<file path="src/rtl/ovr_dff_bank.sv">
// rtl/ovr_dff_bank.sv - bank of forceable D registers with per-channel override/release FSM
//
// Purpose:
//   CHANNELS independent WIDTH-bit registers. Each channel is either tracking d
//   (NORMAL), being overridden (FORCED), or holding its last forced value after
//   release (HOLD) until the next enabled capture.
//
// Optional feature:
//   OVR_DFF_CNT_EN - when defined, adds ovr_cnt, a per-channel 16-bit saturating
//   count of edges spent in FORCED.
//
// Ports:
//   clk        in   clock, all state updates on rising edge
//   rst        in   synchronous active-high reset
//   en         in   [CHANNELS]        per-channel capture enable
//   d          in   [CHANNELS*WIDTH]  per-channel data, channel i at [i*WIDTH +: WIDTH]
//   ovr_req    in   [CHANNELS]        per-channel override request (level)
//   ovr_mode   in   [2*CHANNELS]      [2i+:2]: 00 ones, 01 zeros, 10 ovr_val, 11 freeze
//   ovr_val    in   [CHANNELS*WIDTH]  per-channel force value for mode 10
//   q          out  [CHANNELS*WIDTH]  registered per-channel output
//   ovr_active out  [CHANNELS]        channel in FORCED
//   ovr_hold   out  [CHANNELS]        channel in HOLD
//   ovr_cnt    out  [CHANNELS*16]     (OVR_DFF_CNT_EN only) edges spent in FORCED

module ovr_dff_bank #(
    parameter int                 WIDTH     = 8,
    parameter int                 CHANNELS  = 4,
    parameter logic [WIDTH-1:0]   RESET_VAL = '0
) (
    input  logic                          clk,
    input  logic                          rst,
    input  logic [CHANNELS-1:0]           en,
    input  logic [CHANNELS*WIDTH-1:0]     d,
    input  logic [CHANNELS-1:0]           ovr_req,
    input  logic [2*CHANNELS-1:0]         ovr_mode,
    input  logic [CHANNELS*WIDTH-1:0]     ovr_val,
    output logic [CHANNELS*WIDTH-1:0]     q,
    output logic [CHANNELS-1:0]           ovr_active,
    output logic [CHANNELS-1:0]           ovr_hold
`ifdef OVR_DFF_CNT_EN
    ,
    output logic [CHANNELS*16-1:0]        ovr_cnt
`endif
);

    localparam logic [1:0] ST_NORMAL = 2'd0;
    localparam logic [1:0] ST_FORCED = 2'd1;
    localparam logic [1:0] ST_HOLD   = 2'd2;

    localparam logic [1:0] MODE_ONES   = 2'b00;
    localparam logic [1:0] MODE_ZEROS  = 2'b01;
    localparam logic [1:0] MODE_VALUE  = 2'b10;

    for (genvar i = 0; i < CHANNELS; i++) begin : g_ch
        logic [1:0]       state;
        logic [WIDTH-1:0] q_r;
        logic [WIDTH-1:0] force_val;
        logic [1:0]       mode_i;
        logic             req_i;

        assign mode_i = ovr_mode[2*i +: 2];
        assign req_i  = ovr_req[i];

        // Freeze (mode 11) re-loads q itself, so entering freeze from NORMAL
        // captures the current q rather than d.
        always_comb begin
            force_val = q_r;
            case (mode_i)
                MODE_ONES:  force_val = '1;
                MODE_ZEROS: force_val = '0;
                MODE_VALUE: force_val = ovr_val[i*WIDTH +: WIDTH];
                default:    force_val = q_r;
            endcase
        end

        // The unused encoding 2'd3 falls into the default arm and behaves as NORMAL.
        always_ff @(posedge clk) begin
            if (rst) begin
                state <= ST_NORMAL;
                q_r   <= RESET_VAL;
            end else begin
                case (state)
                    ST_FORCED: begin
                        if (req_i) begin
                            q_r <= force_val;
                        end else begin
                            state <= ST_HOLD;
                        end
                    end
                    ST_HOLD: begin
                        if (req_i) begin
                            state <= ST_FORCED;
                            q_r   <= force_val;
                        end else if (en[i]) begin
                            state <= ST_NORMAL;
                            q_r   <= d[i*WIDTH +: WIDTH];
                        end
                    end
                    default: begin
                        if (req_i) begin
                            state <= ST_FORCED;
                            q_r   <= force_val;
                        end else if (en[i]) begin
                            q_r <= d[i*WIDTH +: WIDTH];
                        end
                    end
                endcase
            end
        end

        assign q[i*WIDTH +: WIDTH] = q_r;
        assign ovr_active[i]       = (state == ST_FORCED);
        assign ovr_hold[i]         = (state == ST_HOLD);

`ifdef OVR_DFF_CNT_EN
        logic [15:0] cnt;

        // Counts edges at which the channel is already FORCED. A fresh override
        // from NORMAL starts over; re-forcing from HOLD keeps accumulating.
        always_ff @(posedge clk) begin
            if (rst) begin
                cnt <= '0;
            end else if (state != ST_FORCED && state != ST_HOLD && req_i) begin
                cnt <= '0;
            end else if (state == ST_FORCED && cnt != 16'hFFFF) begin
                cnt <= cnt + 16'd1;
            end
        end

        assign ovr_cnt[i*16 +: 16] = cnt;
`endif
    end

endmodule

</file>
<file path="config.mk">
export PLATFORM = sky130hd
export DESIGN_NAME = ovr_dff_bank
export DESIGN_NICKNAME = d
export VERILOG_FILES = /design/src/rtl/ovr_dff_bank.sv
export SDC_FILE = /design/constraint.sdc
export NUM_CORES = 1
export LEC_CHECK = 0
export ABC_CLOCK_PERIOD_IN_PS = 1400
export CORE_UTILIZATION = 39
export DETAILED_ROUTE_END_ITERATION = 10
export HOLD_SLACK_MARGIN = 0.12
export MAX_ROUTING_LAYER = met4
export PLACE_DENSITY = 0.8
export REMOVE_ABC_BUFFERS = 1
export SLEW_MARGIN = 15
export SYNTH_ARGS = -nofsm -noshare
export SYNTH_HDL_FRONTEND = slang
export SYNTH_SLANG_ARGS = --single-unit
</file>
<file path="constraint.sdc">
create_clock -name clk -period 1.4 [get_ports clk]
set_input_delay 0.28 -clock clk [delete_from_list [all_inputs] [get_ports clk]]
set_output_delay 0.28 -clock clk [all_outputs]
set_load 0.03 [all_outputs]
</file>
# Word-level counts from Yosys, hierarchy flattened
# Index checks and enable logic that the tools add are counted.
# totals
register_bits	40
wordCells	96
output_inout_bits	40
inputBits	82
# op_classes
reduce_logical	20
muxes	40
eq_ne	28
# op_table
op	n
$mux W8	16
$pmux W8 S3	4
$mux W2	16
$eq A2 B1 Y1 const B	8
$eq A2 B2 Y1 const B	8
$ne A2 B2 Y1 const B	8
$pmux W2 S2	4
$ne A3 B3 Y1 const B	4
$reduce_and A3 Y1	4
$reduce_bool A3 Y1	4
$logic_not A2 Y1	4
$reduce_and A2 Y1	4
$reduce_bool A2 Y1	4

# Logic depth before layout (Yosys ltp)
# Gate-level depths: netlist of run 1.
# depth
depth_word	4
depth_mapped	5
depth_no_buf	5

# Least setup slack after synthesis of run 1
# Ideal clock, no wire load.
# synth_timing
kind	register -> register
startpoint	register g_ch[1].state[1]
endpoint	register g_ch[1].q_r[6]
path_buffers	1
period_less_slack_ps	1259
path_stages_with_launch	6
setup_slack_ps	141
required_ps	1285
setup_ps	115
arrival_ps	1145
cell_sequence	dfxtp_1 -> nand2b_1 -> buf_4 -> nand2_4 -> mux2_1 -> o21a_1
# synth_between
elab_chain_cells	3
word_cells_on_any_way	4
cone_classes	2 x eq/ne; 1 x mux; 1 x reduce/logical
# synth_lines
element	line	rtl
start: declaration	55	logic [1:0] state;
start signal: assignment	79	state <= ST_NORMAL;
start signal: assignment	87	state <= ST_HOLD;
start signal: assignment	92	state <= ST_FORCED;
$eq A2 B1 Y1 *	82	case (state)
$ne A2 B2 Y1 (no source line)	--	
$reduce_and A2 Y1 (no source line)	--	
end signal: assignment	85	q_r <= force_val;
end signal: assignment	93	q_r <= force_val;
end signal: assignment	96	q_r <= d[i*WIDTH +: WIDTH];
end: declaration	56	logic [WIDTH-1:0] q_r;
# Mark *: on every way between the ends. The rest lies on a longest branch, timed or not.
# A chain may end at the register's enable or synchronous reset.

# Worst setup path after layout of run 1
# layout_timing
startpoint	register g_ch[1].state[1]
endpoint	output ovr_active[1]
# layout_between
elab_chain_cells	1
# layout_lines
element	line	rtl
$eq A2 B1 Y1	112	assign ovr_active[i] = (state == ST_FORCED);
end: declaration	38	output logic [CHANNELS-1:0] ovr_active,
# No other way between the ends.

==> results of run 1 <==
[kinds of logic after synthesis]
kind of cell,Yosys count,share of synthesized area
AND/OR/NAND/NOR,89,0.2116
multiplexers,8,0.03619
flip-flops,40,0.3563
AO/OA/AOI/OAI,95,0.3062
buffers and inverters,45,0.08964
[worst register-to-register path, cell delays in order, from the launching register on]
cell       delay (ps)
dfxtp_1           360
nand2b_1          170
inv_2              70
nor2_4            120
buf_12            140
mux2i_1           230
o2bb2ai_1         100
[Yosys cell counts (all sizes together) (7+ instances only)]
master	instances
buf	13
or2	10
inv	22
a32o	8
dfxtp	40
a21oi	29
nand3	8
nor2	16
o2bb2ai	13
nor2b	12
clkbuf	9
and3	8
a211oi	21
mux2i	7
nand2	22
o211ai	9
o31ai	7
[power by group through the flow]
stage	Clock (mW)	Combinational [mW]	Sequential (mW)
after floorplan	0	0.289	1.46
after global placement	0	1.02	1.31
after detailed placement	0	1.04	1.32
after CTS	0.811	0.991	1.29
after global routing	0.847	1.08	1.30
final	0.786	1.00	1.29
[layout by cell type (no fill, tap or decap), types with 2 or more instances in the layout]
master | Yosys | final
clkdlybuf4s50_1 | 0 | 80
or2_1 | 9 | 10
o31ai_1 | 7 | 7
nor2_1 | 14 | 13
nor3_1 | 4 | 4
nor2_4 | 1 | 2
buf_12 | 0 | 3
buf_4 | 1 | 41
inv_1 | 19 | 19
nand2_1 | 21 | 21
dlygate4sd2_1 | 0 | 32
mux2i_1 | 7 | 7
inv_2 | 3 | 3
dfxtp_1 | 40 | 40
nand2b_1 | 5 | 2
nand3_1 | 8 | 8
and3_1 | 8 | 8
clkbuf_8 | 0 | 6
o211ai_1 | 9 | 9
nor2b_1 | 12 | 11
o22ai_1 | 2 | 2
a32o_1 | 8 | 8
nand2b_4 | 1 | 3
a211oi_1 | 19 | 19
a21oi_1 | 28 | 28
clkinv_2 | 0 | 2
o2bb2ai_1 | 13 | 13
[layer usage]
metal	track usage	vias to the layer above	part of all wire
met2	0.3735	78	0.49
met5	-	-	0
met3	0.03412	6	0.051
met4	0.05741	0	0.0072
met1	0.2585	1130	0.45
li1	-	1276	-
[layout make-up]
cell class                      instances  area [µm²]  area share
Timing Repair Buffer                  157        1461      0.3835
Multi-Input combinational cell        192        1280      0.3359
Sequential cell                        40       800.8      0.2101
Tap cell                               72       90.09     0.02364
Inverter                               23       86.33     0.02265
Clock buffer                            6       82.58     0.02167
Clock inverter                          2       10.01    0.002626
[worst max-delay path by stage]
stage,startpoint,endpoint,depth (start not counted)
final,g_ch[1].state[1],ovr_active[1],4
after global routing,g_ch[0].q_r[2],q[2],1
after CTS,rst,g_ch[0].q_r[4],3
after detailed placement,rst,g_ch[0].q_r[4],3
after global placement,ovr_req[0],g_ch[0].q_r[5],4
after floorplan,g_ch[1].state[1],g_ch[1].q_r[6],4
[state kept, by name, indices dropped and copies added, names as in the netlist]
name / count
g_ch.q_r: 32
g_ch.state: 8
[per-stage QoR]
| stage | worst slack [ps] | hold WS (ps) | power (mW) | area, µm² |
|---|---|---|---|---|
| floorplan | 114.2 | 349.1 | 1.750 | 2132 |
| CTS | -0.4237 | 468.2 | 3.089 | 3764 |
| global route | 2.285 | 423.0 | 3.228 | 3811 |
| global placement | -248.0 | 445.2 | 2.336 | 3701 |
| finish | 39.48 | 399.4 | 3.077 | 3811 |
| detailed placement | -306.5 | 449.9 | 2.353 | 3701 |
[what timing repair did]
| item | in CTS | in global routing |
|---|---|---|
| resized for setup | 35 | 9 |
| hold buffers | 0 | 0 |
| cloned | 0 | 0 |
| pin swaps | 0 | 1 |
| endpoints found under the setup margin | 34 | 20 |
| buffers inserted | 0 | 1 |
==> flow_metrics.py, run 1 <==
metrics = {
    "power": {
        "power.combinational.fraction": 0.326,
        "total_leakage_power_nw": 1.664,
        "internal_mw": 2.135,
        "powerDensity_nw_per_um2": 807.4,
        "p_clk_frac": 0.255,
        "switching_power_uw": 942.1,
        "vdd_ir_drop_max_mv": 0.4110,
        "seq_power_share": 0.419,
        "power.share.switching": 0.3062,
    },
    "die": {
        "ios": 122,
        "fp.dieArea_um2": 6069,
        "total_core_area_um2": 5540,
        "initial_standard_cell_utilization_of_the_core": 0.4056,
        "dieHeight_um": 77.91,
        "chipWidth_um": 77.91,
        "number_of_cell_rows": 27,
    },
    "global_routing": {
        "first_global_vias": 2406,
        "grt-ovfl-total": 0,
        "grt_antenna_before_repair": 0,
        "global_route.usage.total": 0.2151,
        "grt_start_max_net_pins": 17,
        "wire_length_of_the_first_global_routing_pass_mm": 10.40,
    },
    "synthesis": {
        "synth.yosys.warnings": 0,
        "synth_cell_area_um2": 2247,
        "synth_top_area_frac": 0.3563,
        "ys_ff_latch": 40,
        "synth_ff_type": "dfxtp_1",
        "synth_edf_count": 0,
        "syn_area_per_cell_um2": 8.112,
        "synthCells": 277,
        "post_synth_main_area_contributors": "dfxtp_1, a211oi_1, a21oi_1",
        "asyncSetResetFlopFracSynth": 0,
        "seq_total_area_yosys": 0.3563,
        "synthDistinctLibCells": 43,
        "synth_largest_area_cell": "dfxtp_1",
    },
    "clock_network": {
        "worst_setup_hold_path_clk_slew_ps": 80,
        "cts_inserted_buffers": 5,
        "htree_levels": 2,
        "cts_num_sinks": 40,
        "worst_skew_pair.late_latency_ps": 280,
        "clk_root_buffer_cell": "clkbuf_8",
        "cts_tree": "built",
        "ctsLongestPathBuffers": 2,
    },
    "timing": {
        "timing.final.crit_period_ps": 1361,
        "setup_violations": 0,
        "worst_slew_pin_tran_ps": 402.8,
        "final.setup_skew_ps": 4.271,
        "pins_over_slew_limit": 0,
        "finalHoldViolations": 0,
        "relSlewSlack": 0.7306,
        "grt_setup_unrepaired": "no",
        "setup_tns_ps": 0,
        "fmax_ghz": 0.7350,
        "layout_worst_path_cycle_share": 0.9718,
    },
    "layout": {
        "insertedDiodeCount": 0,
        "synthToLayoutAreaGrowth_pct": 69.60,
        "finish.net_count": 501,
        "layout.core_utilization": 0.6879,
        "instances_no_fill": 492,
        "fillerInstances": 485,
        "drive_above_1_share": 0.1619,
    },
    "critical_path": {
        "timing.critical_path.slowest_cell_delay_ps": 310,
        "crit_required_ps": 1120,
        "worstSetupEndpointType": "output port",
        "worst-path-max-fanout": 5,
        "criticalPathCategory": "flop to output port",
        "timing.critical_path.slowest_stage_cell": "dfxtp_1",
        "setup.worst_path.start_class": "flop",
        "cp.arrival_ps": 1080,
        "worst_r2r_path_depth": 6,
        "crit_path_cell_trace": "nand2b_4 > buf_4 > inv_2 > buf_4",
        "cp_top_family": "buffers and inverters",
        "reg2reg_setup_slack_ps": 100,
        "r2r-end": "g_ch[3].q_r[2]",
        "critical_path.most_common_cell": "buf_4",
        "cp.buffers_inverters": 3,
        "r2r_path_start": "g_ch[3].state[1]",
    },
    "run": {
        "drv.max_cap_violation_count": 0,
    },
    "place": {
        "place_inst": 483,
        "post-dp-hpwl_mm": 4.996,
        "portBuffers": 121,
        "gp_congestion": 0.7691,
    },
    "hold_path": {
        "hold_path_end": "g_ch[0].state[0]",
        "worst_hold_path_stage_count": 2,
        "hold_path_class": "primary input to flop",
        "worstHoldStart": "rst",
    },
    "route": {
        "detail_route.wirelength_mm": 6.378,
        "detail_route.vias_per_cell": 5.061,
        "dr_total_vias": 2490,
        "avgRoutedWirePerCell_um": 12.96,
        "drcViolationCount": 0,
        "drt_pre_antenna_iters": 4,
        "antenna_left": 0,
        "drt-initial-drc-count": 94,
    },
    "outcome": {
        "run_status": "completed",
    },
}
Note: power is estimated with default switching activity, not from simulation.
==> run 2, diff against run 1 <==
--- a/config.mk
+++ b/config.mk
@@ -10,7 +10,7 @@
 export DETAILED_ROUTE_END_ITERATION = 10
 export HOLD_SLACK_MARGIN = 0.12
 export MAX_ROUTING_LAYER = met4
-export PLACE_DENSITY = 0.8
+export PLACE_DENSITY = 0.77
 export REMOVE_ABC_BUFFERS = 1
 export SLEW_MARGIN = 15
 export SYNTH_ARGS = -nofsm -noshare
==> run 2 against run 1 <==
Compared with the run above: critical path depth did not move; critical endpoint unchanged; via count rose by 0.84%; largest cell class unchanged; clock power rose by 16%; cell count rose by 1.4%; power rose by 4.4%.
==> flow_metrics.py, run 2 (synthesis results as in run 1) <==
metrics = {
    "layout": {
        "finish.net_count": 508,
        "largest_register": "g_ch.q_r",
        "synthToLayoutAreaGrowth_pct": 72.61,
        "drive_above_1_share": 0.1850,
        "layout.cells.most_common_list": "clkdlybuf4s50_1, buf_4, dfxtp_1",
        "final_common_cell": "clkdlybuf4s50_1",
        "largest_register_ff_count": 32,
        "insertedDiodeCount": 0,
        "reg.largest.list": "g_ch.q_r x32, g_ch.state x8",
    },
    "place": {
        "portBuffers": 121,
        "gp_congestion": 0.7605,
        "post-dp-hpwl_mm": 5.059,
    },
    "critical_path": {
        "worst_r2r_path_depth": 6,
        "criticalPathCategory": "flop to output port",
        "crit_start": "g_ch[1].state[1]",
        "crit_required_ps": 1120,
        "timing.critical_path.slowest_stage_cell": "dfxtp_2",
        "cp_top_family": "flip-flops",
        "setup.worst_path.start_class": "flop",
        "timing.critical_path.to": "ovr_active[1]",
        "crit_path_cell_trace": "nand2b_4 > buf_4 > inv_2 > buf_6",
        "r2r-end": "g_ch[3].q_r[6]",
        "reg2reg_setup_slack_ps": 140,
        "worstSetupEndpointType": "output port",
        "r2r_path_start": "g_ch[3].state[1]",
        "cp.arrival_ps": 1070,
        "worst-path-max-fanout": 5,
        "crit_cells": 4,
        "cp.buffers_inverters": 3,
        "timing.critical_path.slowest_cell_delay_ps": 330,
    },
    "outcome": {
        "run_status": "completed",
    },
    "die": {
        "ios": 122,
        "total_core_area_um2": 5540,
        "number_of_cell_rows": 27,
        "initial_standard_cell_utilization_of_the_core": 0.4056,
        "fp.dieArea_um2": 6069,
        "chipWidth_um": 77.91,
        "dieHeight_um": 77.91,
    },
    "clock_network": {
        "cts_tree": "built",
        "cts_hold_buf": 0,
        "htree_levels": 2,
        "cts_inserted_buffers": 5,
        "cts_num_sinks": 40,
        "clk_root_buffer_cell": "clkbuf_8",
        "ctsLongestPathBuffers": 2,
        "worst_skew_pair.late_latency_ps": 280,
        "worst_setup_hold_path_clk_slew_ps": 80,
    },
    "route": {
        "drt-initial-drc-count": 65,
        "dr_total_vias": 2511,
        "detail_route.wirelength_mm": 6.324,
        "avgRoutedWirePerCell_um": 12.67,
        "drcViolationCount": 0,
        "detail_route.vias_per_cell": 5.032,
        "antenna_left": 0,
        "drt_pre_antenna_iters": 4,
    },
    "global_routing": {
        "grt-ovfl-total": 0,
        "first_global_vias": 2416,
        "grt_antenna_before_repair": 0,
        "grt_start_max_net_pins": 17,
        "global_route.usage.total": 0.2159,
        "wire_length_of_the_first_global_routing_pass_mm": 10.54,
    },
    "timing": {
        "grt_setup_unrepaired": "no",
        "fmax_ghz": 0.7388,
        "relSlewSlack": 0.7837,
        "finalHoldViolations": 0,
        "final.setup_skew_ps": 1.879,
        "timing.final.crit_period_ps": 1354,
        "pins_over_slew_limit": 0,
        "setup_tns_ps": 0,
        "layout_worst_path_cycle_share": 0.9668,
        "setup_violations": 0,
        "worst_slew_pin_tran_ps": 324.2,
    },
    "hold_path": {
        "hold_path_class": "flop to flop",
    },
    "power": {
        "powerDensity_nw_per_um2": 827.9,
        "total_leakage_power_nw": 1.692,
        "total_power_mw": 3.211,
        "vdd_ir_drop_max_mv": 0.6094,
    },
    "run": {
        "drv.max_cap_violation_count": 0,
    },
}
-- run 2: changes by cell type in the layout (fill, tap and decap cells not counted), moves of 2 or more --
cell	previous run	this run
dfxtp_1	40	37
buf_6	0	2
dfxtp_2	0	3
buf_4	41	46
-- run 2: area by class of cell --
type | instances | area (µm²)
Clock inverter | 3 | 42.54
Clock buffer | 5 | 68.82
Sequential cell | 40 | 804.5
Fill cell | 513 | 1662
Multi-Input combinational cell | 192 | 1267
Tap cell | 72 | 90.09
Timing Repair Buffer | 164 | 1519
Inverter | 23 | 86.33
-- run 2: worst reg2reg max path, delay by kind of cell (launching register included) --
kind / cells / cell delay (ps)
AND/OR/NAND/NOR: 2 / 290
buffers and inverters: 2 / 210
flip-flops: 1 / 360
multiplexers: 1 / 210
AO/OA/AOI/OAI: 1 / 90
-- run 2: worst min-delay path by stage --
stage | start | endpoint | slack (ps) | cells past startpoint
2_1_floorplan | rst | g_ch[3].q_r[5] | 350 | 1
3_3_place_gp | g_ch[3].q_r[2] | g_ch[3].q_r[2] | 450 | 1
3_5_place_dp | g_ch[3].q_r[7] | g_ch[3].q_r[7] | 450 | 1
4_1_cts | g_ch[3].q_r[7] | g_ch[3].q_r[7] | 470 | 1
5_1_grt | g_ch[3].q_r[7] | g_ch[3].q_r[7] | 490 | 1
6_report | g_ch[3].q_r[7] | g_ch[3].q_r[7] | 460 | 1
-- run 2: what timing repair did --
action | 4_1_cts | 5_1_grt
resized for setup | 36 | 10
setup buffers | 0 | 2
endpoints found under the hold margin | 0 | 0
endpoints found under the setup margin | 34 | 13
pin swaps | 0 | 1
gates cloned | 0 | 0
-- run 2: per-stage QoR --
step	instances	utilization	hold slack (ps)	worst slack [ps]	instance area, µm²
3_3_place_gp	489	0.6762	447.2	-232.1	3746
4_1_cts	497	0.6922	468.4	0.4146	3835
2_1_floorplan	255	-	349.1	114.2	2132
6_report	499	0.7001	464.2	46.43	3879
5_1_grt	499	0.7001	485.5	4.322	3879
3_5_place_dp	489	0.6762	451.6	-261.4	3746
-- run 2: layer usage --
layer,routed length [µm],global-route usage,vias to the layer above
met4,18,0.03333,0
li1,-,-,1295
met5,0,-,-
met3,338,0.03176,2
met1,2841,0.2635,1141
met2,3125,0.3832,73
-- run 2: power by group --
group          switching [mW]  internal (mW)
logic                   0.486          0.527
registers              0.0634           1.23
clock network           0.382          0.527
total                   0.931           2.28
==> run 3, diff against run 2 <==
--- a/config.mk
+++ b/config.mk
@@ -9,7 +9,6 @@
 export CORE_UTILIZATION = 39
 export DETAILED_ROUTE_END_ITERATION = 10
 export HOLD_SLACK_MARGIN = 0.12
-export MAX_ROUTING_LAYER = met4
 export PLACE_DENSITY = 0.77
 export REMOVE_ABC_BUFFERS = 1
 export SLEW_MARGIN = 15
==> run 3 against run 2 <==
Compared with the run above: sequential share of layout area stayed put; die area unchanged; fmax barely moved; clock power about the same; sequential power about the same; power hardly changed; combinational power barely moved; first-iteration DRC count fell by 11%; wire length hardly changed; non-clock buffer count unchanged; clock skew is essentially flat; critical endpoint unchanged; largest cell class unchanged.
==> flow_metrics.py, run 3 (synthesis results as in run 1) <==
metrics = {
    "outcome": {
        "run_status": "completed",
    },
    "power": {
        "vdd_ir_drop_max_mv": 0.6099,
        "total_leakage_power_nw": 1.692,
        "switching_power_uw": 930.7,
        "powerDensity_nw_per_um2": 828.0,
        "power.share.switching": 0.2898,
        "p_clk_frac": 0.283,
        "internal_mw": 2.281,
        "power.combinational.fraction": 0.315,
        "seq_power_share": 0.402,
        "total_power_mw": 3.212,
    },
    "hold_path": {
        "hold_path_end": "g_ch[3].q_r[7]",
        "worst_hold_path_stage_count": 1,
        "hold_path_class": "flop to flop",
        "worstHoldStart": "g_ch[3].q_r[7]",
    },
    "timing": {
        "fin_hold_ws_ps": 464.2,
        "final.setup_skew_ps": 2.149,
        "grt_setup_unrepaired": "no",
        "setup_tns_ps": 0,
        "timing.final.crit_period_ps": 1354,
        "fmax_ghz": 0.7387,
        "setup_violations": 0,
        "layout_worst_path_cycle_share": 0.9669,
        "relSlewSlack": 0.7841,
        "finalHoldViolations": 0,
        "pins_over_slew_limit": 0,
        "worst_slew_pin_tran_ps": 323.5,
    },
    "die": {
        "initial_standard_cell_utilization_of_the_core": 0.4056,
        "dieHeight_um": 77.91,
        "ios": 122,
        "fp.dieArea_um2": 6069,
        "chipWidth_um": 77.91,
        "total_core_area_um2": 5540,
        "number_of_cell_rows": 27,
    },
    "route": {
        "antenna_left": 0,
        "dr_total_vias": 2500,
        "detail_route.wirelength_mm": 6.328,
        "avgRoutedWirePerCell_um": 12.68,
        "drcViolationCount": 0,
        "drt-initial-drc-count": 58,
        "detail_route.vias_per_cell": 5.010,
        "drt_pre_antenna_iters": 4,
    },
    "global_routing": {
        "grt_start_max_net_pins": 17,
        "wire_length_of_the_first_global_routing_pass_mm": 10.54,
        "first_global_vias": 2417,
        "grt_antenna_before_repair": 0,
        "global_route.usage.total": 0.2098,
        "grt-ovfl-total": 0,
    },
    "layout": {
        "seq_area_um2": 804.5,
        "reg.largest.list": "g_ch.q_r x32, g_ch.state x8",
        "insertedDiodeCount": 0,
        "largest_register_ff_count": 32,
        "drive_above_1_share": 0.1850,
        "final_common_cell": "clkdlybuf4s50_1",
        "layout.cells.most_common_list": "clkdlybuf4s50_1, buf_4, dfxtp_1",
        "largest_register": "g_ch.q_r",
        "synthToLayoutAreaGrowth_pct": 72.61,
        "multi_input_area_um2": 1267,
        "finish.net_count": 508,
        "fillerInstances": 513,
    },
    "clock_network": {
        "worst_setup_hold_path_clk_slew_ps": 80,
        "cts_inserted_buffers": 5,
        "cts_tree": "built",
        "clk_root_buffer_cell": "clkbuf_8",
        "htree_levels": 2,
        "ctsLongestPathBuffers": 2,
        "cts_num_sinks": 40,
        "worst_skew_pair.late_latency_ps": 280,
    },
    "critical_path": {
        "timing.critical_path.slowest_cell_delay_ps": 330,
        "worst_r2r_path_depth": 6,
        "r2r_path_start": "g_ch[3].state[1]",
        "crit_required_ps": 1120,
        "worst-path-max-fanout": 5,
        "timing.critical_path.slowest_stage_cell": "dfxtp_2",
        "cp_top_family": "flip-flops",
        "criticalPathCategory": "flop to output port",
        "cp.buffers_inverters": 3,
        "cp.arrival_ps": 1070,
        "setup.worst_path.start_class": "flop",
        "crit_path_cell_trace": "nand2b_4 > buf_4 > inv_2 > buf_6",
        "reg2reg_setup_slack_ps": 140,
        "r2r-end": "g_ch[3].q_r[6]",
        "worstSetupEndpointType": "output port",
    },
    "place": {
        "gp_congestion": 0.7508,
        "portBuffers": 121,
        "post-dp-hpwl_mm": 5.059,
    },
    "run": {
        "drv.max_cap_violation_count": 0,
    },
}
[run 3: layer usage]
metal	wire [µm]	up-vias	track usage
met2	3141	72	0.3832
met1	2812	1131	0.2606
met3	355	2	0.03529
li1	-	1295	-
met5	0	-	0
met4	19	0	0.03333
[run 3: timing repair]
| item | 4_1_cts | 5_1_grt |
|---|---|---|
| cloned | 0 | 0 |
| resized for setup | 36 | 10 |
| hold buffers | 0 | 0 |
| setup endpoints to repair | 34 | 13 |
| pin swaps | 0 | 1 |
| buffers inserted | 0 | 2 |
[run 3: how the worst max path moves through the flow]
stage                           startpoint             end  slack (ps)  cells past startpoint
after global routing      g_ch[1].state[1]   ovr_active[1]           4                      4
after CTS                 g_ch[0].state[0]   ovr_active[0]         0.4                      4
final                     g_ch[1].state[1]   ovr_active[1]          50                      4
after global placement          ovr_req[0]  g_ch[0].q_r[6]        -230                      4
after detailed placement        ovr_req[0]  g_ch[0].q_r[4]        -260                      4
after floorplan           g_ch[1].state[1]  g_ch[1].q_r[6]         110                      4
[run 3: layout make-up]
type / instances / share of cell area
clock buffers: 5 / 0.01774
multi-input cells: 192 / 0.3268
repair buffers: 164 / 0.3916
well taps: 72 / 0.02323
clock inverters: 3 / 0.01097
flip-flops and latches: 40 / 0.2074
inverters: 23 / 0.02226
[run 3: worst reg2reg max path, stage by stage (launching register included)]
cell and delay [ps]:
dfxtp_1 360, nand2b_1 170, inv_2 70, nor2_4 120, buf_12 140, mux2i_1 210, o2bb2ai_1 90
[run 3: power by group through the flow]
stage | registers (mW) | clock network [mW] | logic, mW
global placement | 1.31 | 0 | 1.03
global route | 1.30 | 0.987 | 1.09
finish | 1.29 | 0.909 | 1.01
floorplan | 1.46 | 0 | 0.289
CTS | 1.29 | 0.934 | 1.00
detailed placement | 1.32 | 0 | 1.05
[run 3: metrics by stage]
step / cell area [µm²] / util / std cells / setup slack, ps
3_3_place_gp: 3746 / 0.6762 / 489 / -232.1
4_1_cts: 3835 / 0.6922 / 497 / 0.4146
2_1_floorplan: 2132 / - / 255 / 114.2
6_report: 3879 / 0.7001 / 499 / 46.35
5_1_grt: 3879 / 0.7001 / 499 / 4.319
3_5_place_dp: 3746 / 0.6762 / 489 / -261.4
